File: config.mk
export PLATFORM = sky130hd
export DESIGN_NAME = vedic_mult_pipe
export DESIGN_NICKNAME = d
export VERILOG_FILES = /design/src/rtl/vedic_pkg.sv /design/src/rtl/vedic_combine.sv /design/src/rtl/vedic_mult_pipe.sv
export SDC_FILE = /design/constraint.sdc
export NUM_CORES = 1
export LEC_CHECK = 0
export ABC_AREA = 0
export CAP_MARGIN = 15
export CORE_MARGIN = 4
export CORE_UTILIZATION = 47
export CTS_BUF_LIST = sky130_fd_sc_hd__clkbuf_4 sky130_fd_sc_hd__clkbuf_8
export CTS_CLUSTER_DIAMETER = 60
export DETAILED_ROUTE_END_ITERATION = 7
export MAX_ROUTING_LAYER = met4
export PLACE_DENSITY = 0.72
export SYNTH_ARGS = -nofsm -noshare
export SYNTH_HDL_FRONTEND = slang
export SYNTH_SLANG_ARGS = --single-unit
File: constraint.sdc
create_clock -name clk -period 5.52 [get_ports clk]
set_clock_uncertainty 0.15 [all_clocks]
set_input_delay 1.104 -clock clk [delete_from_list [all_inputs] [get_ports clk]]
set_output_delay 1.104 -clock clk [all_outputs]
set_load 0.02 [all_outputs]
File: src/rtl/vedic_pkg.sv
// Shared helpers and types for the pipelined Vedic multiplier:
// depth derivation, stage sideband and the adder/2x2 primitive cells.
package vedic_pkg;

  localparam int unsigned DEF_WIDTH = 8;

  function automatic int unsigned clog2(input int unsigned v);
    int unsigned r;
    r = 0;
    while ((64'd1 << r) < 64'(v)) r++;
    return r;
  endfunction

  // One pipeline stage per recursion level of a width x width product.
  function automatic int unsigned lat_of(input int unsigned width);
    return clog2(width);
  endfunction

  typedef struct packed {
    logic valid;
    logic neg;
  } sb_t;

  function automatic logic [1:0] ha(input logic a, input logic b);
    return {a & b, a ^ b};
  endfunction

  function automatic logic [1:0] fa(input logic a, input logic b, input logic ci);
    return {(a & b) | (ci & (a ^ b)), a ^ b ^ ci};
  endfunction

  // Urdhva-Tiryagbhyam 2x2 base cell: vertical, crosswise, vertical.
  function automatic logic [3:0] vedic2x2(input logic [1:0] a, input logic [1:0] b);
    logic [1:0] s1;
    logic [1:0] s2;
    s1 = ha(a[1] & b[0], a[0] & b[1]);
    s2 = ha(a[1] & b[1], s1[1]);
    return {s2[1], s2[0], s1[0], a[0] & b[0]};
  endfunction

endpackage

File: src/rtl/vedic_combine.sv
// Merges four HW x HW sub-products into one 2HW x 2HW product:
// low half passes through, cross terms ripple-add, carries fold into the high half.
module vedic_combine
  import vedic_pkg::*;
#(
  parameter int unsigned HW = 2
) (
  input  logic [2*HW-1:0] ll,
  input  logic [2*HW-1:0] lh,
  input  logic [2*HW-1:0] hl,
  input  logic [2*HW-1:0] hh,
  output logic [4*HW-1:0] p
);

  logic [2*HW:0]   mid;
  logic [2*HW:0]   mid2;
  logic [2*HW:0]   ll_up;
  logic [2*HW-1:0] up;
  logic [2*HW-1:0] hi;

  assign ll_up = (2*HW+1)'(ll[2*HW-1:HW]);
  assign up    = (2*HW)'(mid2[2*HW:HW]);

  // Cross terms lh + hl.
  always_comb begin
    logic [1:0] r;
    logic       c;
    mid = '0;
    c   = 1'b0;
    for (int i = 0; i < 2*HW; i++) begin
      r      = fa(lh[i], hl[i], c);
      mid[i] = r[0];
      c      = r[1];
    end
    mid[2*HW] = c;
  end

  // Fold the upper half of ll into the cross-term sum; cannot overflow 2HW+1 bits.
  always_comb begin
    logic [1:0] r;
    logic       c;
    mid2 = '0;
    c    = 1'b0;
    for (int i = 0; i < 2*HW + 1; i++) begin
      r       = fa(mid[i], ll_up[i], c);
      mid2[i] = r[0];
      c       = r[1];
    end
  end

  always_comb begin
    logic [1:0] r;
    logic       c;
    hi = '0;
    c  = 1'b0;
    for (int i = 0; i < 2*HW; i++) begin
      r     = fa(hh[i], up[i], c);
      hi[i] = r[0];
      c     = r[1];
    end
  end

  assign p = {hi, mid2[HW-1:0], ll[HW-1:0]};

endmodule

File: src/rtl/vedic_mult_pipe.sv
// Pipelined signed/unsigned Vedic multiplier with valid/ready on both sides,
// a whole-pipe stall on backpressure and an in-flight transaction counter.
module vedic_mult_pipe
  import vedic_pkg::*;
#(
  parameter  int unsigned WIDTH = DEF_WIDTH,
  localparam int unsigned LAT   = lat_of(WIDTH),
  localparam int unsigned IFW   = clog2(LAT + 1)
) (
  input  logic               clk,
  input  logic               rst,
  input  logic               in_valid,
  output logic               in_ready,
  input  logic [WIDTH-1:0]   in_a,
  input  logic [WIDTH-1:0]   in_b,
  input  logic               in_signed,
  output logic               out_valid,
  input  logic               out_ready,
  output logic [2*WIDTH-1:0] out_prod,
  output logic [IFW-1:0]     inflight
);

  logic               adv;
  logic               acc;
  logic               dlv;
  logic [WIDTH-1:0]   ma_c;
  logic [WIDTH-1:0]   mb_c;
  logic [WIDTH-1:0]   ma;
  logic [WIDTH-1:0]   mb;
  logic [2*WIDTH-1:0] mag;
  sb_t                sb [LAT-1];

  assign adv      = !out_valid | out_ready;
  assign in_ready = adv;
  assign acc      = in_valid & adv;
  assign dlv      = out_valid & out_ready;

  // Magnitudes; -2^(WIDTH-1) maps onto itself as an unsigned value.
  always_comb begin
    ma_c = in_a;
    mb_c = in_b;
    if (in_signed && in_a[WIDTH-1]) ma_c = ~in_a + WIDTH'(1);
    if (in_signed && in_b[WIDTH-1]) mb_c = ~in_b + WIDTH'(1);
  end

  always_ff @(posedge clk) begin
    if (rst) begin
      ma <= '0;
      mb <= '0;
      for (int s = 0; s < LAT - 1; s++) sb[s] <= '0;
    end else if (adv) begin
      ma          <= ma_c;
      mb          <= mb_c;
      sb[0].valid <= in_valid;
      sb[0].neg   <= in_signed & (in_a[WIDTH-1] ^ in_b[WIDTH-1]);
      for (int s = 1; s < LAT - 1; s++) sb[s] <= sb[s-1];
    end
  end

  // Level k holds all digit-pair products of 2^k-bit digits of a and b.
  // Level 1 shares stage 1 with level 2; level LAT feeds the output stage.
  for (genvar k = 1; k <= LAT; k++) begin : g_lvl
    localparam int unsigned D = 32'd1 << k;
    localparam int unsigned N = WIDTH / D;
    logic [2*D-1:0] c [N][N];
    logic [2*D-1:0] q [N][N];

    for (genvar i = 0; i < N; i++) begin : g_i
      for (genvar j = 0; j < N; j++) begin : g_j
        if (k == 1) begin : g_base
          assign c[i][j] = vedic2x2(ma[2*i +: 2], mb[2*j +: 2]);
        end else begin : g_cmb
          vedic_combine #(.HW(D / 2)) u_cmb (
            .ll (g_lvl[k-1].q[2*i][2*j]),
            .lh (g_lvl[k-1].q[2*i][2*j+1]),
            .hl (g_lvl[k-1].q[2*i+1][2*j]),
            .hh (g_lvl[k-1].q[2*i+1][2*j+1]),
            .p  (c[i][j])
          );
        end
      end
    end

    if (k >= 2 && k < LAT) begin : g_reg
      always_ff @(posedge clk) begin
        if (rst) begin
          for (int i = 0; i < N; i++)
            for (int j = 0; j < N; j++) q[i][j] <= '0;
        end else if (adv) begin
          for (int i = 0; i < N; i++)
            for (int j = 0; j < N; j++) q[i][j] <= c[i][j];
        end
      end
    end else begin : g_pass
      assign q = c;
    end
  end

  assign mag = g_lvl[LAT].q[0][0];

  always_ff @(posedge clk) begin
    if (rst) begin
      out_valid <= 1'b0;
      out_prod  <= '0;
      inflight  <= '0;
    end else begin
      if (adv) begin
        out_valid <= sb[LAT-2].valid;
        out_prod  <= sb[LAT-2].neg ? (~mag + (2*WIDTH)'(1)) : mag;
      end
      if (acc && !dlv) inflight <= inflight + IFW'(1);
      else if (dlv && !acc) inflight <= inflight - IFW'(1);
    end
  end

endmodule

-- Yosys cells after proc, flatten, opt, wreduce, memory -nomap -nowiden
Memory sizes are Yosys's and may differ from the RTL's.
Cells that the tools add are included.
- bits in registers: 35
- bits in writable memories: 36
- bits of input ports: 21
- output and inout bits: 20
- memories: 2
- add/sub/neg operators: 5
- muxes and demuxes: 17
- bitwise gates (word level): 401
- reduce and logical (&&, ||, !) cells: 8
- memories (name ; words ; width ; rd ports ; clocked after Yosys merged registers in ; write ports ; line ; source):
    g_lvl[2].q ; 2 ; 16 ; 2 ; 0 ; 2 ; vedic_mult_pipe.sv:66 ; logic [2*D-1:0] q [N][N];
    sb ; 2 ; 2 ; 2 ; 0 ; 2 ; vedic_mult_pipe.sv:31 ; sb_t sb [LAT-1];
- operators with widths (operator ; number):
    $and 1x1->1 ; 204
    $xor 1x1->1 ; 148
    $mux 8 ; 6
    $or 1x1->1 ; 46
    $add 16x1->16 const B ; 1
    $add 8x1->8 const B ; 2
    $mux 16 ; 1
    $not 16->16 ; 1
    $not 8->8 ; 2
    $mux 1 ; 7
    $mux 2 ; 3
    $logic_and 1x1->1 ; 4
    $logic_not 1->1 ; 3
    $add 2x1->2 const B ; 1
    $reduce_bool 2->1 ; 1
    $sub 2x1->2 const B ; 1

-- Logic depth before layout (Yosys ltp)
An unclocked memory read counts as a cell.
- depth in word-level cells: 27
- depth in mapped cells: 19
- mapped depth without buffers: 19

-- Modules after synthesis
Synthesis repeated with hierarchy kept, for this count alone.
- cell total of the unflattened synthesis: 569
- area total of the unflattened synthesis: 5585.4 µm²
- by module, submodules not included (module ; instances ; cells an instance ; area each (µm²) ; sequential area each (µm²)):
    vedic_mult_pipe ; 1 ; 403 ; 3995.1 ; 1781.7
    vedic_combine (g_lvl[2].g_i[0].g_j[0].g_cmb.u_cmb ...) ; 4 ; 28 ; 264.0 ; 0.0
    vedic_combine (g_lvl[3].g_i[0].g_j[0].g_cmb.u_cmb) ; 1 ; 54 ; 534.3 ; 0.0

-- Least setup slack after synthesis
Ideal clock, no wire load.
- path type: register to register
- start point: memory g_lvl[2].q[1][8] in the netlist's numbering
- end point: register out_prod[14]
- setup time: 0.086 ns
- arrival: 5.601 ns
- data required time: 5.284 ns
- setup slack: -0.316 ns
- stages on the path, launching flop included: 19
- cell sequence: edfxtp_1 > ha_1 > inv_1 > fa_1 > fa_1 > fa_1 > fa_1 > fa_1 > fa_1 > inv_1 > ha_1 > fa_1 > fa_1 > fa_1 > ha_1 > or3b_2 > o41ai_4 > xor2_1 > a211oi_1
- RTL lines (element ; line ; source):
    from (decl) ; vedic_mult_pipe.sv:66 ;
    to (signal assigned) ; vedic_mult_pipe.sv:109 ; out_prod <= sb[LAT-2].neg ? (~mag + (2*WIDTH)'(1)) : mag;
    to (decl) ; vedic_mult_pipe.sv:19 ; output logic [2*WIDTH-1:0] out_prod,

==> flow_metrics.tcl <==
set metrics [dict create \
    status "finished with violations" \
    violations "negative setup slack" \
    portBuffers 40 \
    synthAdderAreaFrac 0.291 \
    syn_nets 665 \
    finalPower_mw 1.31 \
    vias 3844 \
    drt_pass1_iterations 4 \
    r2r_slack_ns -0.006 \
    synth-simple-area-share 0.177 \
    instances_no_fill 724 \
    grt_start_max_net_pins 78 \
    hold_end "out_prod[0]" \
    synthMuxAreaShare 0.00370 \
    drv_cap 0 \
    crit_type "flip-flop to flip-flop" \
    drc_errors 0 \
    worstReg2RegEnd "out_prod[14]" \
    synth_cells 541 \
    path_buf_inv 2 \
    grt_antenna_before_repair 0 \
    die_w_um 115 \
    tightest_slew_ns 0.697 \
    place_congestion 0.818 \
    worst_slack_ns -0.00600 \
    power_density_mw_per_mm2 209 \
    final_common_cell "inv_1" \
    synth-edff-count 36 \
    crit_path_cell_trace "ha_1 > inv_1 > fa_2 > fa_2 > fa_2 > fa_2 > fa_2 > fa_1 > inv_1 > fa_1 > ha_4 > fa_2 > fa_2 > ha_4 > or3b_4 > o41ai_4 > xor2_1 > a211oi_1" \
    hold_viol_final 0 \
    fin_crit_sh 1.00 \
    path_max_fanout 2 \
    routed_wl_mm 11.0 \
    ys.warnings.count 0 \
    synth_top_family_by_area "adder cells" \
    finalSetupViolations 1 \
    whs_path_depth 2 \
    critPathMaxStageDelay_ns 0.45 \
    cts_root_buf "clkbuf_8" \
    p_leak_nw 2.94 \
    antenna-diode-count 0 \
    critPathTopFamily "adder cells" \
    path_common_cell "fa_2" \
    path_clk_slew_ns 0.08 \
    synth_xor_area_frac 0.0486 \
    grt_pass1_vias 3954 \
    most-common-layout-cells "inv_1 (74), and2_1 (61), ha_1 (59), clkdlybuf4s50_1 (40), edfxtp_1 (36)" \
    synth_compound_area_frac 0.0830 \
    syn_area_per_cell_um2 10.0 \
    synth_seq_area_share 0.329 \
    slowest_stage "fa_1" \
    grt_setup_unrepaired "yes" \
    min_from "out_prod[0]" \
    hpwlAfterDp_mm 8.26 \
    insertion_delay_ns 0.35 \
    grt_util_all_layers 0.183 \
    clock_tree.htree_level_count 3 \
    whs_ns 0.315 \
    syn_to_final_growth_pct 15.3 \
    cts_hold_buf 0 \
    start_util 0.490 \
    row_count 38 \
    cts_buffers 9 \
    drtIter0Drc 181 \
    synth_cell_types 43 \
    cts_tree "done" \
    worst_ep_arrival_time_ns 5.59 \
    via_per_inst 5.31 \
    r2r_cells 18 \
    fp.coreArea_mm2 0.0110 \
    drive_gt1_frac 0.0822 \
    syn_area_mm2 0.00541 \
    synthFlopType "edfxtp_1" \
    place_ws_ns -0.176 \
    gr-total-overflow 0 \
    start_kind "flip-flop" \
    fin_nets 703 \
    fin_crit_ns 5.53 \
    synth.ff_latch_count 71 \
    synthArstFlopShare 0 \
    maxSlewHeadroom 0.535 \
    cp.required_ns 5.58 \
    grt_pass1_wl_mm 18.7 \
    nFillCells 967 \
    post-place-cells 708 \
    cp-end-kind "flip-flop" \
    hp-class "flip-flop to flip-flop" \
    clockBufferDepth 2 \
    die-area_mm2 0.0133 \
    io_pins 41 \
    rr_startpoint "g_lvl[2].q[1][8]" \
    max_clock_freq_mhz 181 \
    clock-sinks 71 \
    ir_worst_vdd_uv 179 \
    fp.dieH_um 115 \
    drv_slew 0 \
    ant_nets 0 \
    wl_per_cell_um 15.2 \
]
where the power goes:
group / switching (mW) / internal [mW]
clock network: 0.204 / 0.170
logic: 0.163 / 0.135
registers: 0.0405 / 0.594
per-layer routing:
layer / global-route usage / vias to the layer above / part of all wire
met5: - / - / 0
met4: 0.0579 / 0 / 0.012
met3: 0.0316 / 11 / 0.033
met2: 0.309 / 72 / 0.51
met1: 0.225 / 1865 / 0.45
li1: - / 1896 / -
sequential cells by signal, summed over array words and instances, names as in the netlist:
name	cells
g_lvl.q	32
inflight	2
ma	8
mb	8
out_prod	16
out_valid	1
sb	4
worst reg2reg max path: stages, from the launching register on:
cell,delay (ns)
edfxtp_1,0.34
ha_1,0.14
inv_1,0.05
fa_2,0.34
fa_2,0.36
fa_2,0.35
fa_2,0.34
fa_2,0.34
fa_1,0.36
inv_1,0.08
fa_1,0.45
ha_4,0.24
fa_2,0.37
fa_2,0.38
ha_4,0.23
or3b_4,0.37
o41ai_4,0.22
xor2_1,0.19
a211oi_1,0.08
cell usage after synthesis, types with 2 or more instances:
cell / count / area, µm²
a211oi_1: 13 / 97.6
a21o_1: 3 / 22.5
a21oi_1: 16 / 80.1
a311oi_1: 5 / 43.8
a31oi_1: 3 / 18.8
and2_1: 61 / 382
and3_1: 30 / 188
buf_1: 5 / 18.8
buf_2: 2 / 10.0
clkbuf_1: 13 / 48.8
dfxtp_1: 35 / 701
edfxtp_1: 36 / 1080
fa_1: 38 / 761
ha_1: 65 / 813
inv_1: 75 / 282
mux2i_1: 2 / 20.0
nand2_1: 19 / 71.3
nand3_1: 4 / 20.0
nand3b_1: 2 / 15.0
nand4_1: 2 / 12.5
nor2_1: 34 / 128
nor2b_1: 2 / 12.5
nor3_1: 6 / 30.0
nor4_1: 2 / 12.5
o21ai_0: 11 / 55.1
o31ai_1: 3 / 22.5
o41ai_1: 2 / 17.5
or3_1: 6 / 37.5
or4_1: 4 / 30.0
xnor2_1: 17 / 149
xor2_1: 13 / 114
final cells by class:
cell class              instances  area [µm²]  area share
well taps                     140         175      0.0281
clock buffers                  10         131      0.0211
flip-flops and latches         71        1780       0.286
repair buffers                 47         453      0.0726
clock inverters                 6        42.5     0.00682
multi-input cells             374        3370       0.540
inverters                      76         285      0.0457
timing repair:
action | 4_1_cts | 5_1_grt
gates resized for setup | 5 | 5
buffers inserted | 0 | 0
endpoints found under the setup margin | 3 | 3
pin swaps | 5 | 3
logic make-up after synthesis:
group                      after synthesis
and+or+nand+nor                        175
adders and majority gates              103
buffers and inverters                   96
DFF                                     71
AOI/OAI and AO/OA                       64
xor gates and xnor gates                30
muxes                                    2
metrics by stage:
stage	utilization	setup TNS [ns]	instance area [µm²]
2_1_floorplan	-	0	5450
3_3_place_gp	0.544	-0.101	6000
3_5_place_dp	0.544	-0.258	6000
4_1_cts	0.563	0	6210
5_1_grt	0.565	-0.234	6240
6_report	0.565	-0.00600	6240
how the worst max path moves through the flow:
stage | slack, ns | endpoint | from | depth (start not counted)
floorplan | 0.005 | out_prod[14] | g_lvl[2].q[1][8] | 18
global placement | -0.10 | out_prod[14] | g_lvl[2].q[1][8] | 18
detailed placement | -0.18 | out_prod[14] | g_lvl[2].q[1][8] | 18
CTS | 0.0009 | out_prod[14] | g_lvl[2].q[1][8] | 18
global route | -0.17 | out_prod[14] | g_lvl[2].q[1][8] | 18
finish | -0.006 | out_prod[14] | g_lvl[2].q[1][8] | 18
Power figures use the tool's default switching activity.
